`config.mk`:
```
export PLATFORM = sky130hd
export DESIGN_NAME = seq_fixmul
export DESIGN_NICKNAME = d
export VERILOG_FILES = /design/src/rtl/seq_fixmul.sv
export SDC_FILE = /design/constraint.sdc
export NUM_CORES = 1
export LEC_CHECK = 0
export ABC_AREA = 1
export BUFFER_PORTS_ARGS = -buffer_cell sky130_fd_sc_hd__buf_2
export CORE_MARGIN = 5
export CORE_UTILIZATION = 30
export DETAILED_ROUTE_END_ITERATION = 12
export GPL_ROUTABILITY_DRIVEN = 0
export SKIP_LAST_GASP = 1
export SYNTH_ARGS = -nofsm -noshare
export SYNTH_HDL_FRONTEND = slang
export SYNTH_SLANG_ARGS = --single-unit
```
`constraint.sdc`:
```
create_clock -name clk -period 2.5 [get_ports clk]
set_input_delay 0.125 -clock clk [delete_from_list [all_inputs] [get_ports clk]]
set_output_delay 0.125 -clock clk [all_outputs]
set_load 0.005 [all_outputs]
```
`src/rtl/seq_fixmul.sv`:
```
// seq_fixmul: sequential signed fixed-point multiplier, Q(WIDTH-FRAC).FRAC.
//
// Ports:
//   clk       rising-edge clock
//   reset     asynchronous active-low reset
//   a, b      signed operands, sampled only on the accept edge (IDLE & start)
//   start     level request from the byte-serial shifter
//   z         registered signed result, held until the next FINISH
//   busy      high while a product is in progress
//   done      result valid, from completion until the next accept
//   overflow  registered with z; high when z was saturated
//
// state  | meaning
// -------+---------------------------------------------------------------
// IDLE   | waiting for start; accepts operands on the first start edge
// CALC   | radix-2 shift-add on magnitudes, one multiplier bit per edge
// FINISH | rescale by FRAC, apply sign, saturate, publish result
// HOLD   | result held; waits for start to drop so one start = one product

module seq_fixmul #(
    parameter int WIDTH = 24,
    parameter int FRAC  = 12
) (
    input  logic             clk,
    input  logic             reset,
    input  logic [WIDTH-1:0] a,
    input  logic [WIDTH-1:0] b,
    input  logic             start,
    output logic [WIDTH-1:0] z,
    output logic             busy,
    output logic             done,
    output logic             overflow
);

    localparam int CW = $clog2(WIDTH + 1);

    // Largest positive magnitude and largest negative magnitude that fit in WIDTH bits.
    localparam logic [2*WIDTH-1:0] POS_MAX = {{(WIDTH+1){1'b0}}, {(WIDTH-1){1'b1}}};
    localparam logic [2*WIDTH-1:0] NEG_MAX = {{WIDTH{1'b0}}, 1'b1, {(WIDTH-1){1'b0}}};
    localparam logic [WIDTH-1:0]   Z_POS_SAT = {1'b0, {(WIDTH-1){1'b1}}};
    localparam logic [WIDTH-1:0]   Z_NEG_SAT = {1'b1, {(WIDTH-1){1'b0}}};

    typedef enum logic [1:0] {
        S_IDLE   = 2'd0,
        S_CALC   = 2'd1,
        S_FINISH = 2'd2,
        S_HOLD   = 2'd3
    } state_t;

    state_t             state_q, state_d;
    logic [2*WIDTH-1:0] mcand_q, mcand_d;
    logic [2*WIDTH-1:0] acc_q, acc_d;
    logic [WIDTH-1:0]   mplier_q, mplier_d;
    logic [CW-1:0]      cnt_q, cnt_d;
    logic               sign_q, sign_d;
    logic [WIDTH-1:0]   z_q, z_d;
    logic               busy_q, busy_d;
    logic               done_q, done_d;
    logic               ovf_q, ovf_d;

    logic [WIDTH-1:0]   abs_a, abs_b;
    logic [2*WIDTH-1:0] mag;

    // |-2^(W-1)| wraps back to 2^(W-1), which is correct when read as unsigned.
    assign abs_a = a[WIDTH-1] ? (~a + WIDTH'(1)) : a;
    assign abs_b = b[WIDTH-1] ? (~b + WIDTH'(1)) : b;

    // Truncating the magnitude rounds the signed result toward zero.
    assign mag = acc_q >> FRAC;

    always_ff @(posedge clk or negedge reset) begin
        if (!reset) begin
            state_q  <= S_IDLE;
            mcand_q  <= '0;
            acc_q    <= '0;
            mplier_q <= '0;
            cnt_q    <= '0;
            sign_q   <= 1'b0;
            z_q      <= '0;
            busy_q   <= 1'b0;
            done_q   <= 1'b0;
            ovf_q    <= 1'b0;
        end else begin
            state_q  <= state_d;
            mcand_q  <= mcand_d;
            acc_q    <= acc_d;
            mplier_q <= mplier_d;
            cnt_q    <= cnt_d;
            sign_q   <= sign_d;
            z_q      <= z_d;
            busy_q   <= busy_d;
            done_q   <= done_d;
            ovf_q    <= ovf_d;
        end
    end

    always_comb begin
        state_d  = state_q;
        mcand_d  = mcand_q;
        acc_d    = acc_q;
        mplier_d = mplier_q;
        cnt_d    = cnt_q;
        sign_d   = sign_q;
        z_d      = z_q;
        busy_d   = busy_q;
        done_d   = done_q;
        ovf_d    = ovf_q;

        case (state_q)
            S_IDLE: begin
                if (start) begin
                    mcand_d  = {{WIDTH{1'b0}}, abs_a};
                    mplier_d = abs_b;
                    sign_d   = a[WIDTH-1] ^ b[WIDTH-1];
                    acc_d    = '0;
                    cnt_d    = '0;
                    busy_d   = 1'b1;
                    done_d   = 1'b0;
                    state_d  = S_CALC;
                end
            end
            S_CALC: begin
                if (mplier_q[0]) begin
                    acc_d = acc_q + mcand_q;
                end
                mcand_d  = mcand_q << 1;
                mplier_d = mplier_q >> 1;
                cnt_d    = cnt_q + CW'(1);
                if (cnt_q == CW'(WIDTH - 1)) begin
                    state_d = S_FINISH;
                end
            end
            S_FINISH: begin
                // A zero magnitude falls through to z=0, overflow=0 on either sign.
                if (!sign_q) begin
                    if (mag > POS_MAX) begin
                        z_d   = Z_POS_SAT;
                        ovf_d = 1'b1;
                    end else begin
                        z_d   = mag[WIDTH-1:0];
                        ovf_d = 1'b0;
                    end
                end else begin
                    if (mag > NEG_MAX) begin
                        z_d   = Z_NEG_SAT;
                        ovf_d = 1'b1;
                    end else begin
                        z_d   = ~mag[WIDTH-1:0] + WIDTH'(1);
                        ovf_d = 1'b0;
                    end
                end
                busy_d  = 1'b0;
                done_d  = 1'b1;
                state_d = S_HOLD;
            end
            S_HOLD: begin
                if (!start) begin
                    state_d = S_IDLE;
                end
            end
            default: begin
                state_d = S_IDLE;
            end
        endcase
    end

    assign z        = z_q;
    assign busy     = busy_q;
    assign done     = done_q;
    assign overflow = ovf_q;

endmodule
```
After elaboration in Yosys (flattened, before gate mapping):

Index checks and enable logic that the tools add are counted.

* register bits after elaboration: 155
* word-level logic and storage cells: 62

* $add $sub $neg: 5
* magnitude comparators: 2
* eq/ne operators: 8
* multiplexer cells: 25
* bitwise logic cells: 4
* reduce and logical (&&, ||, !) cells: 8

Operators by type and width (number)
* case mux 48 bit (2 select lines): 2
* two-way mux 24 bit: 6
* two-way mux 48 bit: 3
* adder 24 x 1 -> 24 bit, second input constant: 3
* inverter 24 bit: 3
* adder 48 bit: 1
* case mux 24 bit (2 select lines): 1
* > comparator 36 x 23 -> 1 bit, second input constant: 1
* > comparator 36 x 24 -> 1 bit, second input constant: 1
* case mux 5 bit (2 select lines): 1
* != test 2 bit, second input constant: 4
* case mux 2 bit (4 select lines): 1
* two-way mux 2 bit: 3
* AND reduction 2 bit: 3
* AND reduction 3 bit: 2
* adder 5 x 1 -> 5 bit, second input constant: 1
* equality test 5 bit, second input constant: 1
* two-way mux 1 bit: 5
* two-way mux 5 bit: 1
* equality test 2 bit, second input constant: 2
* case mux 1 bit (2 select lines): 2
* nonzero test 2 bit: 2
* equality test 2 x 1 -> 1 bit, second input constant: 1
* zero test 2 bit: 1
* XOR 1 bit: 1

Depth between registers and ports, before layout:

* word-level depth: 5
* mapped depth: 14
* depth with buffers taken out: 14

Least setup slack after synthesis:

No wires, ideal clock.

* kind: register -> register
* from: register mcand_q[0]
* to: register acc_q[40]
* data arrival time: 1.805 ns
* required time: 2.383 ns
* slack: 0.577 ns
* cell stages (with the launch flop): 13
* buffers on the path: 0
* period minus slack after synthesis: 1.923 ns
* cells stage by stage: dfrtp_1 -> ha_1 -> fa_1 -> nand3_1 -> nand3_1 -> nand2_1 -> nand2_1 -> nand2_1 -> nand3_1 -> nand2_1 -> nand3_1 -> nand3_1 -> nand2_1

* cells in the longest elaborated chain, start to end: 3

RTL lines
* start: declaration: line 51 `logic [2*WIDTH-1:0] mcand_q, mcand_d;`
* start signal: assignment: line 85 `mcand_q <= mcand_d;`
* adder 48 bit: line 124 `acc_d = acc_q + mcand_q;`
* two-way mux 48 bit: line 123 `if (mplier_q[0]) begin`
* case mux 48 bit (2 select lines): line 109 `case (state_q)`
* end signal: assignment: line 75 `acc_q <= '0;`
* end signal: assignment: line 86 `acc_q <= acc_d;`
* end: declaration: line 52 `logic [2*WIDTH-1:0] acc_q, acc_d;`

No other way between the ends. The select of a mux whose other input is x is not followed.
A chain may end at the register's enable or synchronous reset.

Final worst setup path:

* from: register acc_q[16]
* to: register acc_q[36]

* cells in the longest elaborated chain, start to end: 3

RTL lines (line)
* adder 48 bit: 124
* two-way mux 48 bit: 123
* case mux 48 bit (2 select lines): 109

No other way between the ends. The select of a mux whose other input is x is not followed.

==> impl_results.md <==
- I/O Buffers: 77
- Vias per std cell: 4.86
- RSZ-0062 raised after global routing: no
- Die H: 214 µm
- Final Cycle Share: between 90% and 100%
- DRC violations left: 0
- Fin. Hold Viols: 0
- Top post-synthesis cells by area: dfrtp_1 (31%), nand2_1 (20%), inv_1 (9.2%), nor2_1 (6.5%), a21oi_1 (5.6%)
- Maxcap violations: 0
- Syn_nets: about 2100
- Routed WL per cell: approximately 15 µm
- Max-slew violations: 0
- Pint: around 8000 µW
- Top post-synthesis cells by count: nand2_1 (662), inv_1 (304), nor2_1 (215), dfrtp_1 (155), a21oi_1 (138)
- Clock skew: around 0.015 ns
- Crit end category: flip-flop
- Minimum clock period: approximately 2.3 ns
- Switch Pwr: between 8000 and 9000 µW
- Achievable Freq: ~0.43 GHz
- Antenna-violating nets left: 0
- GR Overflow Total: 0
- IR drop worst, VDD: 0.670 mV
- Pwr Density: about 1100 nW/µm²
- Vias in the first global route: 12100
- Syn Area/Cell: around 6.2 µm²
- All-Layer GR Usage: 17.1%
- Routed wire length: 38300 µm
- Layout area overhead: 14.1%
- Yosys top cell area share: 31.2%
- Flops & latches, synth: between 150 and 200
- Clock Pin Slew Worst Setup and Hold Paths: ~0.08 ns
- Cell Rows: 74
- Setup crit start kind: flip-flop
- Register area share after synthesis: 31.2%
- Post-synth cell types: 44
- Status: complete, no violations
- Primary FF master, synth: dfrtp_1
- Setup TNS: 0 ns
- Final HPWL DP: 30000 µm
- Clk_lat worst skew: around 0.47 ns
- Initial Utilization: a little under a third
- Combinational power share: 57.2%
- Slew @ Worst Pin: roughly 0.8 ns
- Vias: 12700
- Total power: ~16000 µW
- Max-Slew Margin vs Limit: 46.7%
- Slowest stage delay, CP: 0.47 ns
- # diodes: 0
- Yosys Warn Count: 0
- H-tree levels: 4
- Initial antenna violation count: 0
- Worst endpoint data arrival time: around 2.7 ns
- First-pass GRT wire length: between 60000 and 70000 µm
- Core ar.: between 40000 and 50000 µm²
- Post-synthesis instance total: approximately 2000
- TritonCTS clock tree: built
- Max clock buf depth: 2
- Number of endpoints failing setup at the final stage: 0
- Net Sw Frac: approximately half
- Number of synthesized flops with an enable pin: 0
- Cell area after synthesis: between 10000 and 15000 µm²
- Final Util: between 30% and 40%
- Seq pwr share: 26.8%
- Largest net degree at the start of global routing: 67
- Post-route cell area: around 14000 µm²
- CTS Buf Count: 17
- Iter 0 DRT Violations: a little over 900
- Full die area: ~46000 µm²
- Chip width: roughly 210 µm
- Path type of the worst setup path: flip-flop to flip-flop
- CP required: around 2.9 ns
- Most common cell on crit path: nand2_1
- DR pass1 iterations: 5
- Count leader, synth: nand2_1
- Critical path, cell by cell: ha_2, nand2_1, inv_1, nand2_1, nor2_1, nand4_1, nand3_1, nand2_1, nand2_1, nand2_1, nand3_1, nand2_1
- Nets: 2179
- DP Area: 13500 µm²
- Layout cell share with drive strength beyond 1: under 10%
- Crit Path Max Fanout: 6
- CP max-delay cell: dfrtp_1
- Leak pwr: around 0.0077 µW
- Hold crit path type: input pin to flip-flop
- Clock Sinks: approximately 160
- Root Buffer: clkbuf_16
- Clock power share: around 16%
- Boundary pin count: 78
- Yosys top cell by area: dfrtp_1
- Async SR Flop Fraction: 100%
[logic make-up after synthesis]
| kind of cell | count (synthesis) | share of synthesized area [%] |
|---|---|---|
| compound gates | 295 | 13.1 |
| xor+xnor | 36 | 2.54 |
| fa+ha+maj | 56 | 5.70 |
| buf+inv | 366 | 11.5 |
| flops | 155 | 31.2 |
| simple gates | 1084 | 36.0 |
[cell type report]
class,count,area (µm²)
repair buffers,112,719
clock inverters,15,148
flip-flops and latches,155,3880
well taps,532,666
fillers,4520,26700
inverters,315,1180
clock buffers,17,425
multi-input cells,1471,7160
[per-stage QoR]
step | std cells | hold WS (ns) | setup slack, ns
finish | 2617 | 0.0201 | 0.158
CTS | 2617 | 0.00426 | 0.0392
detailed placement | 2579 | 0.181 | 0.0402
global route | 2617 | 0.0343 | 0.00356
global placement | 2579 | 0.186 | 0.0997
floorplan | 1992 | -0.171 | 0.577
[sequential cells by signal, summed over array words and instances (netlist names), 2 cells and up]
name / flops
acc_q: 48
mplier_q: 24
mcand_q: 48
cnt_q: 5
z: 24
state_q: 2
[path summary, 6_finish.rpt]
| path | from | cells past startpoint | endpoint | slack, ns |
|---|---|---|---|---|
| min in group asynchronous | reset | 2 | acc_q[36]$_DFFE_PN0P_ | 0.25 |
| hold / removal | b[19] | 4 | mplier_q[19]$_DFFE_PN0P_ | 0.02 |
| max in group asynchronous | reset | 3 | mplier_q[6]$_DFFE_PN0P_ | 1.48 |
| hold reg to reg | mplier_q[22]$_DFFE_PN0P_ | 2 | mplier_q[22]$_DFFE_PN0P_ | 0.47 |
| setup / recovery | acc_q[16]$_DFFE_PN0P_ | 12 | acc_q[36]$_DFFE_PN0P_ | 0.16 |
| setup reg to reg | acc_q[16]$_DFFE_PN0P_ | 12 | acc_q[36]$_DFFE_PN0P_ | 0.16 |
[cells in the final DEF, fill, tap and decap left out, types with 11 or more instances in the layout]
cell,instances
nor3_1,15
buf_2,76
nand2_1,662
inv_1,304
inv_2,11
ha_1,52
a21oi_1,137
nand4_1,23
o21ai_0,82
dfrtp_1,155
nor2_1,213
clkbuf_16,17
o211ai_1,15
xor2_1,28
nor2_2,11
buf_4,25
nand3_1,126
o22ai_1,31
[metal layers]
metal  up-vias  GRT usage [%]  part of all wire (%)
met2       350           26.9                    45
li1       6477              -                     -
met1      5848           24.9                    48
met5         -              0                     0
met3        41           2.90                   5.8
met4         0           3.66                   1.5
[worst max-delay path, delay by kind of cell, from the launching register on]
family,cells,cell delay [ns]
DFF,1,0.47
adders and majority gates,1,0.41
buffers and inverters,1,0.08
and+or+nand+nor,10,1.25
[power groups by stage]
| stage | clock network (µW) | logic, µW | registers, µW |
|---|---|---|---|
| CTS | 2630 | 9190 | 4310 |
| floorplan | 0 | 6710 | 4170 |
| global placement | 0 | 9010 | 4320 |
| detailed placement | 0 | 9130 | 4350 |
| finish | 2580 | 9200 | 4310 |
| global route | 2730 | 10400 | 4430 |
[repair_timing]
item | CTS | global route
hold endpoints to repair | 68 | 0
resized for setup | 0 | 10
setup endpoints to repair | 0 | 10
setup buffers | 0 | 0
hold buffers | 6 | 0
Note: power is estimated with default switching activity, not from simulation.
